===== config.mk =====
export PLATFORM = sky130hd
export DESIGN_NAME = regfile_scoreboard_flat
export DESIGN_NICKNAME = d
export VERILOG_FILES = /design/src/rtl/regfile_scoreboard_if.sv /design/src/rtl/regfile_scoreboard.sv /design/src/flat_wrapper.sv
export SDC_FILE = /design/constraint.sdc
export NUM_CORES = 2
export LEC_CHECK = 0
export ABC_AREA = 1
export CORE_ASPECT_RATIO = 2
export CORE_MARGIN = 8
export CORE_UTILIZATION = 50
export DETAILED_ROUTE_END_ITERATION = 7
export PLACE_DENSITY = 0.68
export SYNTH_ARGS = -nofsm -noshare
export SYNTH_HDL_FRONTEND = slang
export SYNTH_SLANG_ARGS = --single-unit

===== constraint.sdc =====
create_clock -name clk -period 5.3 [get_ports clk]
set_input_delay 1.59 -clock clk [delete_from_list [all_inputs] [get_ports clk]]
set_output_delay 1.59 -clock clk [all_outputs]
set_load 0.01 [all_outputs]

===== src/rtl/regfile_scoreboard_if.sv =====
// rtl/regfile_scoreboard_if.sv - operand read, issue, writeback and system-write bundle
interface regfile_scoreboard_if #(
    parameter int DATA_W = 32,
    parameter int ADDR_W = 4
);
    logic [ADDR_W-1:0] rd_addr1;
    logic [ADDR_W-1:0] rd_addr2;
    logic              rd_use1;
    logic              rd_use2;
    logic [DATA_W-1:0] rd_data1;
    logic [DATA_W-1:0] rd_data2;
    logic              rd_busy1;
    logic              rd_busy2;
    logic              iss_en;
    logic [ADDR_W-1:0] iss_addr;
    logic              stall;
    logic              wr_en;
    logic [ADDR_W-1:0] wr_addr;
    logic [DATA_W-1:0] wr_data;
    logic              sys_wr_en;
    logic [ADDR_W-1:0] sys_wr_addr;
    logic [DATA_W-1:0] sys_wr_data;
    logic              wr_err;

    modport master (
        output rd_addr1, rd_addr2, rd_use1, rd_use2,
        output iss_en, iss_addr,
        output wr_en, wr_addr, wr_data,
        output sys_wr_en, sys_wr_addr, sys_wr_data,
        input  rd_data1, rd_data2, rd_busy1, rd_busy2, stall, wr_err
    );

    modport slave (
        input  rd_addr1, rd_addr2, rd_use1, rd_use2,
        input  iss_en, iss_addr,
        input  wr_en, wr_addr, wr_data,
        input  sys_wr_en, sys_wr_addr, sys_wr_data,
        output rd_data1, rd_data2, rd_busy1, rd_busy2, stall, wr_err
    );
endinterface


===== src/rtl/regfile_scoreboard.sv =====
// rtl/regfile_scoreboard.sv - register file with bypass, pending-write scoreboard and protected system port
module regfile_scoreboard #(
    parameter int DATA_W    = 32,
    parameter int NUM_REGS  = 16,
    parameter int ADDR_W    = $clog2(NUM_REGS),
    parameter int PROT_BASE = 14,
    parameter int CNT_W     = 2,
    parameter int ZERO_R0   = 0
) (
    input  logic                  clk,
    input  logic                  reset,
    regfile_scoreboard_if.slave   bus
);
    localparam logic [CNT_W-1:0] CNT_MAX = '1;

    logic [DATA_W-1:0] regs_q [NUM_REGS];
    logic [DATA_W-1:0] regs_d [NUM_REGS];
    logic [CNT_W-1:0]  cnt_q  [NUM_REGS];
    logic [CNT_W-1:0]  cnt_d  [NUM_REGS];
    logic              wr_err_q;
    logic              wr_err_d;

    logic wr_legal;
    logic accept;
    logic full_hit;

    function automatic logic is_prot(input logic [ADDR_W-1:0] a);
        return int'({1'b0, a}) >= PROT_BASE;
    endfunction

    function automatic logic is_zero(input logic [ADDR_W-1:0] a);
        return (ZERO_R0 != 0) && (a == '0);
    endfunction

    assign wr_legal = bus.wr_en && !is_prot(bus.wr_addr);

    // A legal writeback only retires a pending write if one is outstanding (floor at zero).
    function automatic logic dec_hit(input logic [ADDR_W-1:0] a);
        return wr_legal && (bus.wr_addr == a) && (cnt_q[a] != '0);
    endfunction

    function automatic logic busy_of(input logic [ADDR_W-1:0] a);
        logic [CNT_W-1:0] rem;
        rem = cnt_q[a];
        if (dec_hit(a)) begin
            rem = rem - CNT_W'(1);
        end
        return (rem != '0) && !is_prot(a) && !is_zero(a);
    endfunction

    function automatic logic [DATA_W-1:0] read_of(input logic [ADDR_W-1:0] a);
        logic [DATA_W-1:0] v;
        if (is_zero(a)) begin
            v = '0;
        end else if (bus.sys_wr_en && (bus.sys_wr_addr == a)) begin
            v = bus.sys_wr_data;
        end else if (wr_legal && (bus.wr_addr == a)) begin
            v = bus.wr_data;
        end else begin
            v = regs_q[a];
        end
        return v;
    endfunction

    always_comb begin
        bus.rd_data1 = read_of(bus.rd_addr1);
        bus.rd_data2 = read_of(bus.rd_addr2);
        bus.rd_busy1 = busy_of(bus.rd_addr1);
        bus.rd_busy2 = busy_of(bus.rd_addr2);
        full_hit     = bus.iss_en && (cnt_q[bus.iss_addr] == CNT_MAX) && !dec_hit(bus.iss_addr);
        bus.stall    = (bus.rd_use1 && bus.rd_busy1) || (bus.rd_use2 && bus.rd_busy2) || full_hit;
        accept       = bus.iss_en && !bus.stall && !is_prot(bus.iss_addr) && !is_zero(bus.iss_addr);
        bus.wr_err   = wr_err_q;
    end

    // Issue and writeback meeting on one register cancel; otherwise each moves the count by one.
    always_comb begin
        for (int i = 0; i < NUM_REGS; i++) begin
            cnt_d[i] = cnt_q[i];
            if (accept && (bus.iss_addr == ADDR_W'(i))) begin
                if (!(wr_legal && (bus.wr_addr == ADDR_W'(i)))) begin
                    cnt_d[i] = cnt_q[i] + CNT_W'(1);
                end
            end else if (dec_hit(ADDR_W'(i))) begin
                cnt_d[i] = cnt_q[i] - CNT_W'(1);
            end
        end
    end

    // The system port overrides a same-cycle writeback to the same register.
    always_comb begin
        for (int i = 0; i < NUM_REGS; i++) begin
            regs_d[i] = regs_q[i];
            if (!is_zero(ADDR_W'(i))) begin
                if (bus.sys_wr_en && (bus.sys_wr_addr == ADDR_W'(i))) begin
                    regs_d[i] = bus.sys_wr_data;
                end else if (wr_legal && (bus.wr_addr == ADDR_W'(i))) begin
                    regs_d[i] = bus.wr_data;
                end
            end
        end
        wr_err_d = bus.wr_en && is_prot(bus.wr_addr);
    end

    always_ff @(posedge clk or negedge reset) begin
        if (!reset) begin
            for (int i = 0; i < NUM_REGS; i++) begin
                regs_q[i] <= '0;
                cnt_q[i]  <= '0;
            end
            wr_err_q <= 1'b0;
        end else begin
            for (int i = 0; i < NUM_REGS; i++) begin
                regs_q[i] <= regs_d[i];
                cnt_q[i]  <= cnt_d[i];
            end
            wr_err_q <= wr_err_d;
        end
    end
endmodule


===== src/flat_wrapper.sv =====
// flat-port wrapper written by rule: the top's interface ports become plain ports
module regfile_scoreboard_flat 
#(
    parameter int DATA_W    = 32,
    parameter int NUM_REGS  = 16,
    parameter int ADDR_W    = $clog2(NUM_REGS),
    parameter int PROT_BASE = 14,
    parameter int CNT_W     = 2,
    parameter int ZERO_R0   = 0
)
  (clk, reset, bus_rd_addr1, bus_rd_addr2, bus_rd_use1, bus_rd_use2, bus_iss_en, bus_iss_addr, bus_wr_en, bus_wr_addr, bus_wr_data, bus_sys_wr_en, bus_sys_wr_addr, bus_sys_wr_data, bus_rd_data1, bus_rd_data2, bus_rd_busy1, bus_rd_busy2, bus_stall, bus_wr_err);
  regfile_scoreboard_if #(.DATA_W(DATA_W), .ADDR_W(ADDR_W)) bus_i ();
  input  logic clk;
  input  logic reset;
  input wire logic [$bits(bus_i.rd_addr1)-1:0] bus_rd_addr1;
  input wire logic [$bits(bus_i.rd_addr2)-1:0] bus_rd_addr2;
  input wire logic [$bits(bus_i.rd_use1)-1:0] bus_rd_use1;
  input wire logic [$bits(bus_i.rd_use2)-1:0] bus_rd_use2;
  input wire logic [$bits(bus_i.iss_en)-1:0] bus_iss_en;
  input wire logic [$bits(bus_i.iss_addr)-1:0] bus_iss_addr;
  input wire logic [$bits(bus_i.wr_en)-1:0] bus_wr_en;
  input wire logic [$bits(bus_i.wr_addr)-1:0] bus_wr_addr;
  input wire logic [$bits(bus_i.wr_data)-1:0] bus_wr_data;
  input wire logic [$bits(bus_i.sys_wr_en)-1:0] bus_sys_wr_en;
  input wire logic [$bits(bus_i.sys_wr_addr)-1:0] bus_sys_wr_addr;
  input wire logic [$bits(bus_i.sys_wr_data)-1:0] bus_sys_wr_data;
  output wire logic [$bits(bus_i.rd_data1)-1:0] bus_rd_data1;
  output wire logic [$bits(bus_i.rd_data2)-1:0] bus_rd_data2;
  output wire logic [$bits(bus_i.rd_busy1)-1:0] bus_rd_busy1;
  output wire logic [$bits(bus_i.rd_busy2)-1:0] bus_rd_busy2;
  output wire logic [$bits(bus_i.stall)-1:0] bus_stall;
  output wire logic [$bits(bus_i.wr_err)-1:0] bus_wr_err;
  assign bus_i.rd_addr1 = bus_rd_addr1;
  assign bus_i.rd_addr2 = bus_rd_addr2;
  assign bus_i.rd_use1 = bus_rd_use1;
  assign bus_i.rd_use2 = bus_rd_use2;
  assign bus_i.iss_en = bus_iss_en;
  assign bus_i.iss_addr = bus_iss_addr;
  assign bus_i.wr_en = bus_wr_en;
  assign bus_i.wr_addr = bus_wr_addr;
  assign bus_i.wr_data = bus_wr_data;
  assign bus_i.sys_wr_en = bus_sys_wr_en;
  assign bus_i.sys_wr_addr = bus_sys_wr_addr;
  assign bus_i.sys_wr_data = bus_sys_wr_data;
  assign bus_rd_data1 = bus_i.rd_data1;
  assign bus_rd_data2 = bus_i.rd_data2;
  assign bus_rd_busy1 = bus_i.rd_busy1;
  assign bus_rd_busy2 = bus_i.rd_busy2;
  assign bus_stall = bus_i.stall;
  assign bus_wr_err = bus_i.wr_err;
  regfile_scoreboard #(.DATA_W(DATA_W), .NUM_REGS(NUM_REGS), .ADDR_W(ADDR_W), .PROT_BASE(PROT_BASE), .CNT_W(CNT_W), .ZERO_R0(ZERO_R0)) u_core (.clk(clk), .reset(reset), .bus(bus_i));
endmodule

==> flow_metrics.tcl <==
set metrics [dict create \
    p_per_area_mw_per_mm2 331.6 \
    clk_latency_ns 0.67 \
    portBuffers 158 \
    p_int_uw 9081 \
    start_util_pct 50.40 \
    fin_area_sq_mm 0.04381 \
    ys_seq_area_share_pct 37.77 \
    drv_cap 0 \
    rsz0062_at_grt "yes" \
    wl_per_cell_um 29.66 \
    drc 7 \
    numCtsBuffers 54 \
    async_flop_share_pct 100.0 \
    syn_inst 5143 \
    slew_headroom_pct 26.02 \
    synth-main-ff-cell "dfrtp_1" \
    p_comb_share_pct 31.5 \
    core_sq_mm 0.07165 \
    area_delta_synth_final_pct 21.32 \
    antenna_found_initial 12 \
    violations "design-rule violations" \
    placed_area_sq_mm 0.04119 \
    leakage_uw 0.01910 \
    status "finished, violations left" \
    cts-root-buf "clkbuf_16" \
    slew_viol_final 0 \
    drt_iter0_drc 6490 \
    vias 43483 \
    grt_overflow_total 0 \
    clkPwrFrac_pct 27.8 \
    cts_tree "yes" \
    grt_pass1_vias 41260 \
    critPathLaunchType "input pin" \
    power_frac_seq_pct 40.7 \
    fin_crit_ns 5.285 \
    pin_count 159 \
    hold_violations 0 \
    synth_top_area_share_pct 37.77 \
    synth_edf_count 0 \
    ys_ff_latch 545 \
    finalSetupViolCount 0 \
    synth_cell_types 44 \
    worst_pin_slew_ns 1.110 \
    final_nets 5376 \
    drtPass1Iterations 8 \
    skew_ns 0.03910 \
    critPathRequiredTime_ns 3.71 \
    avgSynthCellArea_sq_um 7.021 \
    critical_path_arrival_ns 3.70 \
    vdd.ir_drop.worst_mv 0.3651 \
    yosysTopAreaCell "dfrtp_1" \
    cts_sinks 545 \
    fp.dieH_um 396.1 \
    routed_wl_um 185200 \
    syn_nets 5236 \
    hpwl_um 115700 \
    hold_class "reg -> reg" \
    end_kind "primary output" \
    yosysMostFrequentCell "o21ai_0" \
    syn_area_sq_mm 0.03611 \
    place_ws_ns -0.5365 \
    clockBufferDepth 3 \
    fmax_ghz 0.1892 \
    die_x_um 206.0 \
    drive_above_1_share_pct 14.71 \
    grt_start_max_net_pins 92 \
    p_sw_uw 5446 \
    crit_type "in -> out" \
    synth_warnings 0 \
    synth_area_leaders "dfrtp_1 (38%), o21ai_0 (13%), a21oi_1 (8.2%), nand2_1 (7.7%), nand3_1 (5.5%)" \
    vias_per_cell 6.964 \
    grt_util_all_layers_pct 44.00 \
    grt_pass1_wl_um 267500 \
    ys_top_cells_by_count "o21ai_0 (944), nand2_1 (736), a21oi_1 (592), dfrtp_1 (545), inv_1 (401)" \
    swShare_pct 37.49 \
    critPathMaxFanout 5 \
    htreeDepth 2 \
    clkSlewWorstSetupHoldPaths_ns 0.08 \
    finalCritPeriodShare_pct 99.72 \
    die_area_sq_mm 0.08160 \
    rows 139 \
    worst_slack_ns 0.01465 \
    ant_nets 0 \
    gp_congestion 1.049 \
    hold_buffers 0 \
]
worst max-delay path, cell delays in order:
cell and delay (ns):
dlygate4sd2_1 0.28, inv_1 0.14, a221oi_4 0.22, buf_4 0.16, o2111ai_4 0.10, buf_12 0.18, buf_12 0.13, buf_4 0.14
buf_16 0.14, o21ai_2 0.16, buf_4 0.14, dlygate4sd2_1 0.28
repair_timing:
| action | CTS | global route |
|---|---|---|
| endpoints found under the hold margin | 0 | 0 |
| cloned | 6 | 1 |
| gates resized for setup | 190 | 49 |
| setup endpoints to repair | 67 | 26 |
| pin swaps | 8 | 6 |
| buffers inserted | 8 | 3 |
placed cells by master (no fill, tap or decap), drive strengths merged, types with 2 or more instances in the layout:
cell type	n
ha	2
bufinv	2
o21ai	952
nand2	739
a31o	107
o211ai	253
inv	414
nor2	194
dfrtp	545
a221oi	2
nand3	402
clkdlybuf4s15	3
xnor2	2
or2	5
a31oi	162
a21oi	592
clkinv	44
nor3	27
xor2	8
bufbuf	4
a22oi	12
dlymetal6s2s	8
clkdlybuf4s50	73
clkinvlp	2
a41oi	12
buf	461
diode	6
nand4	43
dlygate4sd2	53
clkbuf	85
o22ai	110
cell families (layout without fill, tap and decap cells):
kind of cell             Yosys count  in the layout  synth area share [%]
AO/OA/AOI/OAI                   2203           2203                 34.61
AND/OR/NAND/NOR                 1413           1413                 16.77
buffers and inverters            970           1149                 10.54
flip-flops                       545            545                 37.77
XOR/XNOR                          10             10                0.2426
adder cells (fa/ha/maj)            2              2               0.06929
other                              0              6                     0
sequential cells by signal, summed over array words and instances (netlist names):
| signal | cells |
|---|---|
| u_core.bus.wr_err | 1 |
| u_core.cnt_q | 32 |
| u_core.regs_q | 512 |
cell type report:
cell class	count	area, sq um
Clock inverter	19	190.2
Sequential cell	545	13640
Timing Repair Buffer	611	6240
Multi-Input combinational cell	3628	19320
Tap cell	916	1146
Inverter	443	1707
Clock buffer	76	1555
Fill cell	6688	27850
Antenna cell	6	15.01
final timing paths:
check | start | endpoint | slack [ns] | depth (start not counted)
setup / recovery | bus_sys_wr_en | bus_rd_data2[23] | 0.01 | 12
max in group asynchronous | reset | u_core.regs_q[29]$_DFFE_PN0P_ | 3.08 | 3
hold reg to reg | u_core.cnt_q[3]$_DFFE_PN0P_ | u_core.cnt_q[3]$_DFFE_PN0P_ | 0.44 | 0
min in group asynchronous | reset | u_core.regs_q[137]$_DFFE_PN0P_ | 0.96 | 1
hold / removal | u_core.cnt_q[3]$_DFFE_PN0P_ | u_core.cnt_q[3]$_DFFE_PN0P_ | 0.44 | 0
setup reg to reg | u_core.cnt_q[25]$_DFFE_PN0P_ | u_core.cnt_q[5]$_DFFE_PN0P_ | 2.05 | 21
stage by stage:
| stage | hold slack [ns] | cells | TNS (ns) | total power (uW) | util [%] |
|---|---|---|---|---|---|
| 2_1_floorplan | 0.4414 | 5143 | 0 | 8346 | - |
| 4_1_cts | 0.4338 | 6235 | -0.02317 | 14290 | 60.96 |
| 6_report | 0.4386 | 6244 | 0 | 14530 | 61.14 |
| 5_1_grt | 0.4447 | 6238 | -0.03313 | 15080 | 61.12 |
| 3_5_place_dp | 0.4167 | 6126 | -20.64 | 10290 | 57.49 |
| 3_3_place_gp | 0.4236 | 6126 | -19.98 | 10180 | 57.49 |
power by group through the flow:
stage	Sequential, uW	Combinational [uW]	Clock [uW]
floorplan	5720	2630	0
detailed placement	5930	4360	0
global route	6000	4940	4150
global placement	5900	4280	0
finish	5910	4580	4040
CTS	5860	4420	4010
layer usage:
| metal | routed length (um) | global-route usage (%) | vias up |
|---|---|---|---|
| li1 | - | - | 18325 |
| met4 | 20260 | 39.08 | 6 |
| met5 | 36 | 0 | - |
| met3 | 25930 | 12.58 | 1172 |
| met1 | 59170 | 50.73 | 20204 |
| met2 | 79820 | 65.51 | 3776 |
Note: power is estimated with default switching activity, not from simulation.
